`src/rtl/ex_mem_pipe_reg.sv`:
```
// EX/MEM pipeline register with hold, bubble, saturating Tnew countdown,
// a forwarding-ready flag and a stall-cycle counter. Define EXC_PIPE_EN to carry exception code / branch-delay.

module ex_mem_sat_cnt #(
    parameter int W = 16
) (
    input  logic         clk,
    input  logic         reset,
    input  logic         inc,
    output logic [W-1:0] cnt
);
    always_ff @(posedge clk or posedge reset) begin
        if (reset)
            cnt <= '0;
        else if (inc && (cnt != {W{1'b1}}))
            cnt <= cnt + W'(1);
    end
endmodule

module ex_mem_pipe_reg #(
    parameter int DATA_W  = 32,
    parameter int RADDR_W = 5,
    parameter int TNEW_W  = 2,
    parameter int LOP_W   = 3,
    parameter int MW_W    = 2,
    parameter int SCNT_W  = 16
) (
    input  logic               clk,
    input  logic               reset,
    input  logic               stallM,
    input  logic               flushM,
    input  logic               validE,
    input  logic               regWriteE,
    input  logic               memToRegE,
    input  logic               jalOpE,
    input  logic [MW_W-1:0]    memWriteE,
    input  logic [LOP_W-1:0]   lOpE,
    input  logic [DATA_W-1:0]  aluOutE,
    input  logic [DATA_W-1:0]  rd2True,
    input  logic [DATA_W-1:0]  pcE,
    input  logic [RADDR_W-1:0] writeRegE,
    input  logic [RADDR_W-1:0] rtE,
    input  logic [TNEW_W-1:0]  TnewE,
`ifdef EXC_PIPE_EN
    input  logic [4:0]         excCodeE,
    input  logic               bdE,
    output logic [4:0]         excCodeM,
    output logic               bdM,
`endif
    output logic               validM,
    output logic               regWriteM,
    output logic               memToRegM,
    output logic               jalOpM,
    output logic [MW_W-1:0]    memWriteM,
    output logic [LOP_W-1:0]   lOpM,
    output logic [DATA_W-1:0]  aluOutM,
    output logic [DATA_W-1:0]  writeDataM,
    output logic [DATA_W-1:0]  pcM,
    output logic [RADDR_W-1:0] writeRegM,
    output logic [RADDR_W-1:0] rtM,
    output logic [TNEW_W-1:0]  TnewM,
    output logic               fwdReadyM,
    output logic [SCNT_W-1:0]  stallCnt
);
    typedef struct packed {
        logic               valid;
        logic               reg_write;
        logic               mem_to_reg;
        logic               jal_op;
        logic [MW_W-1:0]    mem_write;
        logic [LOP_W-1:0]   lop;
        logic [DATA_W-1:0]  alu_out;
        logic [DATA_W-1:0]  write_data;
        logic [DATA_W-1:0]  pc;
        logic [RADDR_W-1:0] write_reg;
        logic [RADDR_W-1:0] rt;
        logic [TNEW_W-1:0]  tnew;
    } stage_t;

    stage_t cur, load_val, bubble_val;
    logic   take_bubble, take_load;

    // An upstream bubble on a load edge is squashed like a flush so it never carries side effects.
    assign take_bubble = flushM || (!stallM && !validE);
    assign take_load   = !flushM && !stallM && validE;

    always_comb begin
        load_val            = '0;
        load_val.valid      = validE;
        load_val.reg_write  = regWriteE;
        load_val.mem_to_reg = memToRegE;
        load_val.jal_op     = jalOpE;
        load_val.mem_write  = memWriteE;
        load_val.lop        = lOpE;
        load_val.alu_out    = aluOutE;
        load_val.write_data = rd2True;
        load_val.pc         = pcE;
        load_val.write_reg  = writeRegE;
        load_val.rt         = rtE;
        load_val.tnew       = (TnewE == '0) ? '0 : TnewE - TNEW_W'(1);

        bubble_val          = '0;
        bubble_val.pc       = pcE;
    end

    always_ff @(posedge clk or posedge reset) begin
        if (reset)
            cur <= '0;
        else if (take_bubble)
            cur <= bubble_val;
        else if (take_load)
            cur <= load_val;
    end

`ifdef EXC_PIPE_EN
    always_ff @(posedge clk or posedge reset) begin
        if (reset) begin
            excCodeM <= '0;
            bdM      <= 1'b0;
        end else if (take_bubble) begin
            excCodeM <= '0;
            bdM      <= bdE;
        end else if (take_load) begin
            excCodeM <= excCodeE;
            bdM      <= bdE;
        end
    end
`endif

    ex_mem_sat_cnt #(.W(SCNT_W)) u_stall_cnt (
        .clk   (clk),
        .reset (reset),
        .inc   (stallM && !flushM),
        .cnt   (stallCnt)
    );

    assign validM     = cur.valid;
    assign regWriteM  = cur.reg_write;
    assign memToRegM  = cur.mem_to_reg;
    assign jalOpM     = cur.jal_op;
    assign memWriteM  = cur.mem_write;
    assign lOpM       = cur.lop;
    assign aluOutM    = cur.alu_out;
    assign writeDataM = cur.write_data;
    assign pcM        = cur.pc;
    assign writeRegM  = cur.write_reg;
    assign rtM        = cur.rt;
    assign TnewM      = cur.tnew;

    // Register $0 is never a forwarding source.
    assign fwdReadyM = cur.valid && cur.reg_write && (cur.tnew == '0) && (cur.write_reg != '0);

endmodule

```
`config.mk`:
```
export PLATFORM = sky130hd
export DESIGN_NAME = ex_mem_pipe_reg
export DESIGN_NICKNAME = d
export VERILOG_FILES = /design/src/rtl/ex_mem_pipe_reg.sv
export SDC_FILE = /design/constraint.sdc
export NUM_CORES = 1
export LEC_CHECK = 0
export BUFFER_PORTS_ARGS = -buffer_cell sky130_fd_sc_hd__clkbuf_2
export CORE_ASPECT_RATIO = 0.5
export CORE_UTILIZATION = 45
export CTS_CLUSTER_DIAMETER = 40
export CTS_CLUSTER_SIZE = 10
export DETAILED_ROUTE_END_ITERATION = 10
export HOLD_SLACK_MARGIN = 0.15
export PLACE_DENSITY = 0.79
export SYNTH_ARGS = -nofsm -noshare
export SYNTH_HDL_FRONTEND = slang
export SYNTH_SLANG_ARGS = --single-unit
export TNS_END_PERCENT = 20
```
`constraint.sdc`:
```
create_clock -name clk -period 4.9 [get_ports clk]
set_input_delay 0.49 -clock clk [delete_from_list [all_inputs] [get_ports clk]]
set_output_delay 0.49 -clock clk [all_outputs]
set_load 0.005 [all_outputs]
```
# Yosys cells after proc, flatten, opt, wreduce, memory -nomap -nowiden
# Cells that the tools add are included.
dict set report classes {
  add_sub_neg 2
  eq_ne 1
  mux 3
  reduce_logical 16
}
# cell count
set ops {}
lappend ops {{two-way mux 117 bit} 2}
lappend ops {{adder 16 x 1 -> 16 bit, second input constant} 1}
lappend ops {{inequality test 16 bit, second input constant} 1}
lappend ops {{logical AND 1 bit} 8}
lappend ops {{nonzero test 5 bit} 1}
lappend ops {{zero test 2 bit} 2}
lappend ops {{zero test 1 bit} 3}
lappend ops {{two-way mux 2 bit} 1}
lappend ops {{nonzero test 2 bit} 1}
lappend ops {{subtractor 2 x 1 -> 2 bit, second input constant} 1}
lappend ops {{logical OR 1 bit} 1}
dict set report totals {
  register_bits 133
  output_inout_bits 134
  word_cells 35
}

# Depth between registers and ports, before layout
# Gate-level depths: netlist of the first run.
dict set report depth {
  word_depth 5
  ltp_mapped 7
  depth_no_buf 5
}

# Cells and area by module
# From an unflattened synthesis of the first run, not the netlist that was laid out.
dict set report hier_totals {
  cells_unflattened 339
  area_unflattened_um2 5094.9
}
# mod n_inst cells_per_inst area_per_inst_um2 seq_area_each_um2
set by_module_without_submodules {}
lappend by_module_without_submodules {ex_mem_pipe_reg 1 268 4289.1 2927.8}
lappend by_module_without_submodules {ex_mem_sat_cnt 1 71 805.8 400.4}

# Least setup slack after synthesis of the first run
# OpenSTA, ideal clock, no wires.
dict set report synth_timing {
  path_type {input to register}
  start {input stallM}
  end {register u_stall_cnt.cnt[13]}
  setup_ns 0.079
  t_arrival_ns 1.763
  required_ns 4.821
  slack_ns 3.058
  cell_stages 6
  n_path_buf 2
  cell_sequence {buf_2 -> nand2b_1 -> buf_6 -> or4_4 -> nor4b_2 -> xor2_1}
}
dict set report synth_via {
  elab_chain_cells 2
}
# element line
set synth_lines {}
lappend synth_lines {{start: declaration} 30} ;# input logic stallM,
lappend synth_lines {{logical AND 1 bit} 133} ;# .inc (stallM && !flushM),
lappend synth_lines {{logical AND 1 bit} 15} ;# else if (inc && (cnt != {W{1'b1}}))
lappend synth_lines {{end signal: assignment} 16} ;# cnt <= cnt + W'(1);
lappend synth_lines {{end: declaration} 10} ;# output logic [W-1:0] cnt
# Every way passes these cells.
# A chain may end at the register's enable or synchronous reset.

# Final worst setup path of the first run
dict set report layout_timing {
  start {register cur, in the netlist writeRegM[1]}
  end {output fwdReadyM}
}
dict set report layout_via {
  elab_chain_cells 2
}
# element line
set layout_lines {}
lappend layout_lines {{start: declaration} 80} ;# stage_t cur, load_val, bubble_val;
lappend layout_lines {{start signal: assignment} 110} ;# cur <= bubble_val;
lappend layout_lines {{start signal: assignment} 112} ;# cur <= load_val;
lappend layout_lines {{nonzero test 5 bit} 151} ;# assign fwdReadyM = cur.valid && cur.reg_write && (cur.tnew == '0) && (cur.write_reg != '0);
lappend layout_lines {{logical AND 1 bit} 151}
lappend layout_lines {{end: declaration} 62} ;# output logic fwdReadyM,
# Every way passes these cells.

==> key figures, run 1 <==
Status
  – Status: finished, final reports clean

Worst setup path
  – Crit path depth: 4
  – CP Data Arrival Time: between 1500 and 2000 ps
  – Worst reg2reg path depth: 4
  – Worst r2r dst: u_stall_cnt.cnt[1]$_DFFE_PP0P_
  – Crit end category: primary output
  – R2R Setup Slk: roughly 3000 ps
  – WP buf/inv: 1
  – Worst setup path class: reg -> out
  – CP max stage delay: about 540 ps
  – Cells along the critical path: or4_1 > nor2_1 > nor4_1 > clkbuf_2
  – Worst R2R Start: u_stall_cnt.cnt[8]$_DFFE_PP0P_
  – CP endpoint: fwdReadyM
  – CP max FO: 3
  – CP max stage cell: or4_1
  – Worst EP required: 4410 ps
  – CP delay by family, top: simple AND/OR/NAND/NOR gates
  – Crit path from: writeRegM[1]$_DFFE_PP0P_
  – Crit path launch type: register

Clock network
  – Clk buf depth: 2
  – CTS Hold Bufs: 0
  – Clk sinks: approximately 130
  – Total CTS buffers: 17
  – CTS tree: done
  – Post-CTS Setup Bufs: 0
  – CTS root buf: clkbuf_16
  – CTS H-tree lvls: 4
  – Clock Latency Late Sink: roughly 400 ps
  – Resized Gates After CTS: 0
  – Clock transition at path regs: 60 ps

Pwr
  – P_int: roughly 2100 uW
  – Peak supply drop: ~0.00027 V
  – Leak: just under 0.004 uW
  – Clock power share: about 45%
  – Combinational fraction of design power: between 10% and 20%
  – Pwr Density: 397.6 nW/um^2
  – Sw Share: between 20% and 30%
  – Psw: around 700 uW
  – Reg power frac: 44.7%

Timing
  – Final setup margin: 2806 ps
  – Final hold vios: 0
  – Worst-margin pin slew: around 1200 ps
  – Final Cycle Share: between 40% and 50%
  – F_max: roughly 480 MHz
  – Final-report setup violation count: 0
  – Slew HR: between 15 and 20%
  – Fin crit period: ~2100 ps
  – Unrepaired setup endpoints after global routing: false
  – Max Slew Vio Count: 0
  – Clock Skew: ~5.3 ps
  – Setup tns final: 0 ps

Synthesis
  – Post-synthesis compound-gate area fraction: around 16%
  – Mux contribution to synthesized area: less than 1%
  – Fraction of registers with async set/reset: between 90% and 100%
  – Post-synthesis cell type count: 35
  – Syn Nets: approximately 530
  – Syn_area_per_cell: 12.16 sq um
  – Top post-synthesis cells by area: dfrtp_1, a22o_1, nand2_1, clkbuf_1, xor2_1
  – Mapped Area: ~5000 sq um
  – Post-Synth Adder-Cell Area: 0.2509%
  – Post-synth EDFFs: 0
  – Top-area cell type share of the netlist area: between 60 and 70%
  – Synth Flop Type: dfrtp_1
  – Main combinational cell family by area after synthesis: compound AO/OA/AOI/OAI gates
  – Post-Syn Instances: 410
  – YS warnings: 0
  – Largest area contributor in the netlist: dfrtp_1
  – Synth Register Bits: 133
  – Fraction of synthesized cell area in xor and xnor cells: 1.932%
  – Simple-gate share of the synthesized area: 12.80%
  – Seq/Total Area, Yosys: about 67%

Global route
  – Vias in the first global route: ~4.0k
  – Total grt overflow: 0
  – First-pass GRT wire length: around 21,000 microns
  – Initial antenna violation count: 0
  – Gr usage total: between 20% and 30%
  – Pin count of the biggest net entering global routing: 61

Placed design
  – Final HPWL DP: ~9300 microns
  – Setup WS pre-CTS: 2436 ps
  – Port buffer count: approximately 250
  – Gpl congestion: ~0.86

Run
  – Maxcap violations: 0

Floorplanning
  – IO Pins: around 260
  – Core Area: about 10,000 sq um
  – Die area: 11,530 sq um
  – Die height: 76.43 microns
  – Initial Utilization: 47.60%
  – Die W: between 150 and 200 microns
  – Cell Rows: 26

Hold path
  – Hold Crit Class: in -> async

Route
  – Initial DRC Count: about 210
  – Routed wire length: 13,000 microns
  – Routed WL per cell: between 15 and 20 microns
  – Pre-antenna DRT Iters: 4
  – DR vias: ~4.2k
  – # DRC: 0
  – Post-route ant nets: 0
  – Vias per cell: just over 5

Finish
  – Layout net count: a little under 800
  – Layout cell share with drive strength beyond 1: 44.23%
  – Ant diodes: 0
  – Post-Route Utilization: between 60% and 70%
  – Layout area overhead: 39.85%
==> per-layer routing <==
layer	up-vias	routed length (microns)	track usage [%]
met4	0	315	10.20
met2	159	6774	39.54
met1	2033	5219	28.05
met5	-	0	0
li1	1968	-	-
met3	28	691	5.509
==> logic make-up (layout without fill, tap and decap cells) <==
kind of cell,Yosys count,in the layout
xor+xnor,11,11
compound gates,92,92
buf+inv,27,293
mux,1,1
flops,133,133
fa+ha+maj,1,1
simple gates,145,145
==> state kept, by name (all words and copies together), names as in the netlist, 2 cells and up <==
name / cells
TnewM: 2
aluOutM: 32
lOpM: 3
memWriteM: 2
pcM: 32
rtM: 5
u_stall_cnt.cnt: 16
writeDataM: 32
writeRegM: 5
==> power groups by stage <==
stage	logic, uW	clock network (uW)	registers [uW]
3_5_place_dp	297	0	1260
4_1_cts	298	1270	1240
6_report	293	1240	1240
2_1_floorplan	128	0	1250
3_3_place_gp	289	0	1250
5_1_grt	328	1320	1250
==> metrics by stage <==
stage / total power (uW) / std cells / hold WS [ps] / instance area (sq um)
detailed placement: 1555 / 784 / 454.3 / 6387
CTS: 2808 / 816 / 221.1 / 6973
global route: 2897 / 816 / 267.7 / 6973
floorplan: 1381 / 410 / 462.8 / 4986
global placement: 1544 / 784 / 450.0 / 6387
finish: 2772 / 816 / 209.5 / 6973
==> synthesized netlist by cell type (2+ instances only) <==
master and n:
buf_2 2, nand3_1 6, xnor2_1 2, dfrtp_1 133, nor4_1 2, nor2_1 10, nand4_1 5, nor3_1 5
nand2_1 104, nand2b_1 2, a21oi_1 4, clkbuf_1 22, a22o_1 82, or4_1 2, xor2_1 9
==> worst min path at each step <==
stage / start / endpoint / slack (ps) / cells past startpoint
6_report: reset / aluOutM[22]$_DFFE_PP0P_ / 210 / 2
5_1_grt: reset / pcM[21]$_DFFE_PP0P_ / 270 / 2
4_1_cts: reset / aluOutM[22]$_DFFE_PP0P_ / 220 / 2
3_5_place_dp: pcM[26]$_DFFE_PP0P_ / pcM[26]$_DFFE_PP0P_ / 450 / 2
3_3_place_gp: pcM[23]$_DFFE_PP0P_ / pcM[23]$_DFFE_PP0P_ / 450 / 2
2_1_floorplan: pcM[0]$_DFFE_PP0P_ / pcM[0]$_DFFE_PP0P_ / 460 / 2
==> layout make-up <==
class / instances / area [sq um]
inverter: 1 / 6.256
multi-input combinational: 250 / 1562
timing repair buffer: 260 / 1316
sequential: 133 / 3328
clock buffer: 20 / 456.7
fill: 837 / 3502
clock inverter: 12 / 128.9
tap: 140 / 175.2
==> placed cells by master (no fill, tap or decap), types with 3 or more instances in the layout <==
cell,instances
clkbuf_2,254
dfrtp_1,133
nand2_1,104
a22o_1,82
clkbuf_16,17
nor2_1,9
xor2_1,9
nand3_1,6
buf_4,6
nand4_1,5
nor3_1,5
a21oi_1,4
clkinv_2,4
clkinvlp_4,3
Note: power is estimated with default switching activity, not from simulation.
==> run 2: changes to the inputs <==
--- a/config.mk
+++ b/config.mk
@@ -5,14 +5,15 @@
 export SDC_FILE = /design/constraint.sdc
 export NUM_CORES = 1
 export LEC_CHECK = 0
+export ABC_AREA = 1
 export BUFFER_PORTS_ARGS = -buffer_cell sky130_fd_sc_hd__clkbuf_2
 export CORE_ASPECT_RATIO = 0.5
-export CORE_UTILIZATION = 45
+export CORE_UTILIZATION = 47
 export CTS_CLUSTER_DIAMETER = 40
 export CTS_CLUSTER_SIZE = 10
 export DETAILED_ROUTE_END_ITERATION = 10
 export HOLD_SLACK_MARGIN = 0.15
-export PLACE_DENSITY = 0.79
+export PLACE_DENSITY = 0.8
 export SYNTH_ARGS = -nofsm -noshare
 export SYNTH_HDL_FRONTEND = slang
 export SYNTH_SLANG_ARGS = --single-unit
==> constraint.sdc (replaced) <==
create_clock -name clk -period 2 [get_ports clk]
set_input_delay 0.2 -clock clk [delete_from_list [all_inputs] [get_ports clk]]
set_output_delay 0.2 -clock clk [all_outputs]
set_load 0.005 [all_outputs]
==> key figures, run 2 <==
Worst setup path
  – Worst setup path class: in -> reg (was reg -> out)
  – CP Data Arrival Time: 2160 ps (was 1600 ps)
  – Crit end category: register (was primary output)
  – CP max FO: 86 (was 3)
  – Worst EP required: 2340 ps (was 4410 ps)
  – Crit path launch type: input pin (was register)

Pwr
  – Sw Share: 26.45% (was 24.63%)
  – Clock power share: 41.5% (was 44.7%)
  – Leak: 0.004964 uW (was 0.003888 uW)
  – Psw: 1828 uW (was 682.8 uW)
  – Pwr Density: 786.4 nW/um^2 (was 397.6 nW/um^2)
  – P_int: 5083 uW (was 2090 uW)
  – Tot Pwr: 6911 uW (was 2772 uW)
  – Combinational fraction of design power: 14.7% (was 10.6%)
  – Reg power frac: 43.8% (was 44.7%)
  – Peak supply drop: 0.0005903 V (was 0.0002741 V)

Status
  – Status: finished, final reports clean (unchanged)

Floorplanning
  – Cell Rows: 27 (was 26)
  – Die height: 79.09 microns (was 76.43 microns)
  – Die W: 156.2 microns (was 150.9 microns)
  – Core Area: 11,280 sq um (was 10,480 sq um)
  – IO Pins: 255 (unchanged)
  – Initial Utilization: 49.51% (was 47.60%)
  – Die area: 12,350 sq um (was 11,530 sq um)

Route
  – Routed WL per cell: 16.16 microns (was 15.93 microns)
  – # DRC: 0 (unchanged)
  – Pre-antenna DRT Iters: 5 (was 4)
  – Post-route ant nets: 0 (unchanged)
  – DR vias: 6,165 (was 4,188)
  – Vias per cell: 5.155 (was 5.132)
  – Routed wire length: 19,330 microns (was 13,000 microns)
  – Initial DRC Count: 453 (was 208)

Hold path
  – Hold Crit Class: in -> reg (was in -> async)

Finish
  – Fillers: 755 (was 837)
  – Ant diodes: 0 (unchanged)
  – Most common cell after layout, fill and taps aside: nand2_1 (was clkbuf_2)
  – Layout cell share with drive strength beyond 1: 29.70% (was 44.23%)
  – Layout area overhead: 57.31% (was 39.85%)
  – Layout net count: 1,147 (was 785)
  – Most frequent cells in the layout: nand2_1, clkbuf_2, dfrtp_1, dlygate4sd3_1, nand3_1 (was clkbuf_2, dfrtp_1, nand2_1, a22o_1, clkbuf_16)
  – Design Area, Final: 8788 sq um (was 6973 sq um)

Synthesis
  – Most common cell in the netlist: nand2_1 (was dfrtp_1)
  – Synth Register Bits: 133 (unchanged)
  – Top-area cell type share of the netlist area: 59.57% (was 66.75%)
  – Mux contribution to synthesized area: 0% (was 0.2258%)
  – Main combinational cell family by area after synthesis: simple AND/OR/NAND/NOR gates (was compound AO/OA/AOI/OAI gates)
  – Mapped Area: 5587 sq um (was 4986 sq um)
  – Top post-synthesis cells by area: dfrtp_1, nand2_1, nand3_1, inv_1, buf_2 (was dfrtp_1, a22o_1, nand2_1, clkbuf_1, xor2_1)
  – Post-Syn Instances: 659 (was 410)
  – Fraction of synthesized cell area in xor and xnor cells: 1.097% (was 1.932%)
  – Largest area contributor in the netlist: dfrtp_1 (unchanged)
  – Synth Flop Type: dfrtp_1 (unchanged)
  – Commonest cells post-synth: nand2_1, dfrtp_1, nand3_1 (was dfrtp_1, nand2_1, a22o_1)
  – Simple-gate share of the synthesized area: 33.64% (was 12.80%)
  – Syn_area_per_cell: 8.477 sq um (was 12.16 sq um)
  – Fraction of registers with async set/reset: 100.0% (unchanged)
  – Post-synthesis compound-gate area fraction: 1.209% (was 15.81%)
  – YS warnings: 0 (unchanged)
  – Post-synth EDFFs: 0 (unchanged)
  – Post-Synth Adder-Cell Area: 0.2240% (was 0.2509%)
  – Post-synthesis cell type count: 24 (was 35)
  – Syn Nets: 781 (was 532)
  – Seq/Total Area, Yosys: 59.57% (was 66.75%)

Timing
  – Max Slew Vio Count: 0 (unchanged)
  – Slew HR: 63.08% (was 17.96%)
  – Worst-margin pin slew: 552.5 ps (was 1228 ps)
  – Clock Skew: 7.107 ps (was 5.262 ps)
  – Final-report setup violation count: 0 (unchanged)
  – Setup tns final: 0 ps (unchanged)
  – Final hold vios: 0 (unchanged)
  – Fin crit period: 1813 ps
  – Unrepaired setup endpoints after global routing: false (unchanged)
  – Final Cycle Share: just over 90%
  – F_max: around 550 MHz

Clock network
  – CTS root buf: clkbuf_16 (unchanged)
  – Clk sinks: 133 (unchanged)
  – Clock transition at path regs: 60 ps (about the same)
  – Clock Latency Late Sink: 410 ps (was 400 ps)
  – CTS tree: done (unchanged)
  – Total CTS buffers: 17 (unchanged)
  – Post-CTS Setup Bufs: 0 (unchanged)
  – Clk buf depth: 2 (unchanged)
  – Resized Gates After CTS: 0 (unchanged)
  – CTS H-tree lvls: 4 (unchanged)

Placed design
  – Dpl cell area: 7073 sq um (was 6387 sq um)
  – Final HPWL DP: 10,530 microns (was 9305 microns)
  – Port buffer count: 254 (unchanged)
  – Gpl congestion: 0.8590 (was 0.8626)

Global route
  – Total grt overflow: 0 (unchanged)
  – Pin count of the biggest net entering global routing: 87 (was 61)
  – Initial antenna violation count: 0 (unchanged)
  – Vias in the first global route: 6,312 (was 3,959)
  – Gr usage total: 32.46% (was 23.22%)
  – First-pass GRT wire length: 30,570 microns (was 20,600 microns)

Run
  – Maxcap violations: 0 (unchanged)
==> run 2: cell types whose count changed after synthesis, sizes merged, moves of 7 or more <==
cell / change
buf: +15
nand2: +224
inv: +22
nor2: +12
clkbuf: -7
o21ai: +11
a22o: -82
xor2: -7
nand3: +86
==> run 2: final timing paths <==
| check | startpoint | end | slack (ps) | cells after the start |
|---|---|---|---|---|
| worst max-delay path | flushM | TnewM[0]$_DFFE_PP0P_ | 190 | 9 |
| worst min-delay path | flushM | writeDataM[0]$_DFFE_PP0P_ | 230 | 4 |
| worst max register to register | u_stall_cnt.cnt[0]$_DFFE_PP0P_ | u_stall_cnt.cnt[11]$_DFFE_PP0P_ | 340 | 8 |
| worst min register to register | pcM[4]$_DFFE_PP0P_ | pcM[4]$_DFFE_PP0P_ | 470 | 2 |
| max in group asynchronous | reset | pcM[19]$_DFFE_PP0P_ | 1080 | 4 |
| min in group asynchronous | reset | pcM[4]$_DFFE_PP0P_ | 360 | 3 |
==> run 2: per-stage QoR <==
step / std cells / setup WS (ps) / util, % / hold slack (ps)
6_report: 1196 / 186.7 / 77.89 / 234.7
2_1_floorplan: 659 / 148.8 / - / 316.6
3_5_place_dp: 1047 / 342.0 / 62.69 / 240.4
4_1_cts: 1196 / 322.1 / 77.89 / 186.7
5_1_grt: 1196 / 162.6 / 77.89 / 225.3
3_3_place_gp: 1047 / 465.9 / 62.69 / 240.2
==> run 2: kinds of logic after synthesis <==
logic type	count (synthesis)
simple gates	449
flops	133
buf+inv	57
compound gates	12
xor+xnor	7
fa+ha+maj	1
==> run 2: what timing repair did <==
action | in CTS | in global routing
hold buffers | 118 | 0
hold endpoints to repair | 131 | 0
endpoints found under the setup margin | 0 | 0
==> run 2: worst max-delay path, cell delays in order <==
cell and delay, ps:
clkbuf_2 130, inv_1 80, nand2_4 200, clkinv_2 290, buf_12 290, nor2_1 160, nand3_1 80, dlygate4sd3_1 570
nand2_1 80
==> run 2: power groups by stage <==
| stage | Combinational, uW | Clock [uW] | Sequential [uW] |
|---|---|---|---|
| after floorplan | 372 | 0 | 3050 |
| after global placement | 784 | 0 | 3050 |
| after detailed placement | 802 | 0 | 3060 |
| after CTS | 991 | 2880 | 3020 |
| after global routing | 1110 | 3040 | 3050 |
| final | 1020 | 2870 | 3030 |
==> run 2: final cells by class <==
type | count | area (sq um) | share of cell area, %
Clock buffer | 21 | 450.4 | 5.125
Timing Repair Buffer | 381 | 2608 | 29.67
Multi-Input combinational cell | 469 | 2028 | 23.08
Tap cell | 159 | 198.9 | 2.264
Inverter | 23 | 91.34 | 1.039
Sequential cell | 133 | 3328 | 37.87
Clock inverter | 10 | 83.83 | 0.9539
==> run 2: layer usage <==
layer | track usage (%) | vias to the layer above | part of all wire (%)
met2 | 57.54 | 343 | 51
met3 | 6.659 | 110 | 5.7
met1 | 35.63 | 2915 | 37
li1 | - | 2797 | -
met4 | 22.55 | 0 | 5.9
met5 | 0 | - | 0
==> run 3: changes to the inputs <==
--- a/config.mk
+++ b/config.mk
@@ -7,7 +7,7 @@
 export LEC_CHECK = 0
 export ABC_AREA = 1
 export BUFFER_PORTS_ARGS = -buffer_cell sky130_fd_sc_hd__clkbuf_2
-export CORE_ASPECT_RATIO = 0.5
+export CORE_ASPECT_RATIO = 2
 export CORE_UTILIZATION = 47
 export CTS_CLUSTER_DIAMETER = 40
 export CTS_CLUSTER_SIZE = 10
==> key figures, run 3 (same netlist as run 2, synthesis figures left out) <==
Status
  – Status: finished, final reports clean (unchanged)

Route
  – Vias per cell: 5.145 (was 5.155)
  – Post-route ant nets: 0 (unchanged)
  – # DRC: 0 (unchanged)
  – DR vias: 6,081 (was 6,165)
  – Pre-antenna DRT Iters: 5 (unchanged)
  – Routed wire length: 19,030 microns (was 19,330 microns)
  – Initial DRC Count: 457 (was 453)
  – Routed WL per cell: 16.10 microns (was 16.16 microns)

Pwr
  – Peak supply drop: 0.0006884 V (was 0.0005903 V)
  – Leak: 0.004983 uW (was 0.004964 uW)
  – Tot Pwr: 7351 uW (was 6911 uW)
  – Pwr Density: 833.7 nW/um^2 (was 786.4 nW/um^2)

Finish
  – Most common cell after layout, fill and taps aside: nand2_1 (unchanged)
  – Layout net count: 1,147 (unchanged)
  – Layout cell share with drive strength beyond 1: 29.89% (was 29.70%)
  – Ant diodes: 0 (unchanged)
  – Design Area, Final: 8817 sq um (was 8788 sq um)
  – Non-filler cells, final: 1,182 (was 1,196)
  – Layout area overhead: 57.83% (was 57.31%)
  – Most frequent cells in the layout: nand2_1, clkbuf_2, dfrtp_1, dlygate4sd3_1, nand3_1 (unchanged)

Global route
  – First-pass GRT wire length: 29,390 microns (was 30,570 microns)
  – Initial antenna violation count: 0 (unchanged)
  – Gr usage total: 31.18% (was 32.46%)
  – Total grt overflow: 0 (unchanged)
  – Vias in the first global route: 6,113 (was 6,312)
  – Pin count of the biggest net entering global routing: 86 (was 87)

Timing
  – Final setup margin: 357.9 ps (was 186.7 ps)
  – Fin crit period: 1642 ps (was 1813 ps)
  – Max Slew Vio Count: 0 (unchanged)
  – Final hold vios: 0 (unchanged)
  – Final-report setup violation count: 0 (unchanged)
  – F_max: 609.0 MHz (was 551.5 MHz)
  – Slew HR: 55.18% (was 63.08%)
  – Clock Skew: 12.08 ps (was 7.107 ps)
  – Setup tns final: 0 ps (unchanged)
  – Unrepaired setup endpoints after global routing: false (unchanged)
  – Worst-margin pin slew: 672.3 ps (was 552.5 ps)
  – Final Cycle Share: 82.11% (was 90.66%)

Run
  – Maxcap violations: 0 (unchanged)

Worst setup path
  – Crit end category: register (unchanged)
  – CP delay by family, top: simple AND/OR/NAND/NOR gates (was buffers and inverters)
  – Worst EP required: 2330 ps (was 2340 ps)
  – CP Data Arrival Time: 1980 ps (was 2160 ps)
  – WP buf/inv: 1 (was 5)
  – Crit path launch type: register (was input pin)
  – CP max stage delay: 450 ps (was 570 ps)
  – Cells along the critical path: ha_1 > inv_2 > nor2_4 > nand4_2 > nand2_4 > nand2_1 > nand2_1 (was clkbuf_2 > inv_1 > nand2_4 > clkinv_2 > buf_12 > nor2_1 > nand3_1 > dlygate4sd3_1 > nand2_1)
  – Most frequent cell on the critical path: nand2_1
  – CP max stage cell: dfrtp_1 (was dlygate4sd3_1)
  – CP max FO: 10 (was 86)
  – Worst setup path class: reg -> reg (was in -> reg)

Floorplanning
  – Die height: 156.2 microns (was 79.09 microns)
  – Core Area: 11,630 sq um (was 11,280 sq um)
  – Initial Utilization: 48.03% (was 49.51%)
  – Die W: 79.09 microns (was 156.2 microns)
  – Cell Rows: 56 (was 27)
  – Die area: 12,350 sq um (unchanged)
  – IO Pins: 255 (unchanged)

Clock network
  – CTS tree: done (unchanged)
  – CTS H-tree lvls: 4 (unchanged)
  – Resized Gates After CTS: 0 (unchanged)
  – Clk buf depth: 2 (unchanged)
  – Total CTS buffers: 17 (unchanged)
  – Clock Latency Late Sink: 400 ps (was 410 ps)
  – CTS root buf: clkbuf_16 (unchanged)
  – Clk sinks: 133 (unchanged)
  – Clock transition at path regs: 60 ps (about the same)
  – Post-CTS Setup Bufs: 0 (unchanged)

Placed design
  – Gpl congestion: 0.8608 (was 0.8590)
  – Setup WS pre-CTS: 388.0 ps (was 342.0 ps)
  – Final HPWL DP: 10,840 microns (was 10,530 microns)
  – Port buffer count: 254 (unchanged)
  – Dpl cell area: 7005 sq um (was 7073 sq um)
  – Dpl cells: 1,033 (was 1,047)

Hold path
  – Hold Crit Class: in -> reg (unchanged)
[run 3: through the flow]
stage          util (%)  hold slack, ps
6_report          75.81           181.0
5_1_grt           75.81           177.7
4_1_cts           75.81           171.6
3_5_place_dp      60.23           345.4
3_3_place_gp      60.23           346.6
2_1_floorplan         -           316.6
[run 3: tightest hold or removal path, stage by stage]
cell	delay [ps]
clkbuf_2	110
nand2_4	130
o21ai_0	90
[run 3: per-layer routing]
layer	track usage [%]	vias up	part of all wire [%]
met5	0	-	0
met4	13.94	0	3.4
met3	7.661	56	6.1
met2	56.12	326	55
met1	33.72	2899	35
li1	-	2800	-
[run 3: final cells by class]
class | count | area (sq um)
clock buffers | 20 | 456.7
clock inverters | 11 | 173.9
fillers | 742 | 2814
inverters | 23 | 91.34
multi-input cells | 469 | 2028
flip-flops and latches | 133 | 3328
well taps | 145 | 181.4
repair buffers | 381 | 2557
[run 3: path summary, 6_finish.rpt]
| kind | slack (ps) | cells after the start | end | from |
|---|---|---|---|---|
| setup / recovery | 360 | 7 | u_stall_cnt.cnt[14]$_DFFE_PP0P_ | u_stall_cnt.cnt[0]$_DFFE_PP0P_ |
| hold / removal | 180 | 3 | writeRegM[2]$_DFFE_PP0P_ | stallM |
| setup reg to reg | 360 | 7 | u_stall_cnt.cnt[14]$_DFFE_PP0P_ | u_stall_cnt.cnt[0]$_DFFE_PP0P_ |
| max in group asynchronous | 920 | 4 | u_stall_cnt.cnt[15]$_DFFE_PP0P_ | reset |
| min in group asynchronous | 480 | 4 | pcM[3]$_DFFE_PP0P_ | reset |
| hold reg to reg | 470 | 2 | pcM[3]$_DFFE_PP0P_ | pcM[3]$_DFFE_PP0P_ |
[run 3: where the power goes]
group	total [uW]	switching, uW	leakage [uW]	internal [uW]
clock network	3320	1160	0.000299	2160
logic	1010	520	0.00295	488
registers	3030	162	0.00174	2860
[run 3: what timing repair did]
action                                  4_1_cts  5_1_grt
hold buffers                                118        0
endpoints found under the hold margin       249        0
endpoints found under the setup margin        0        0
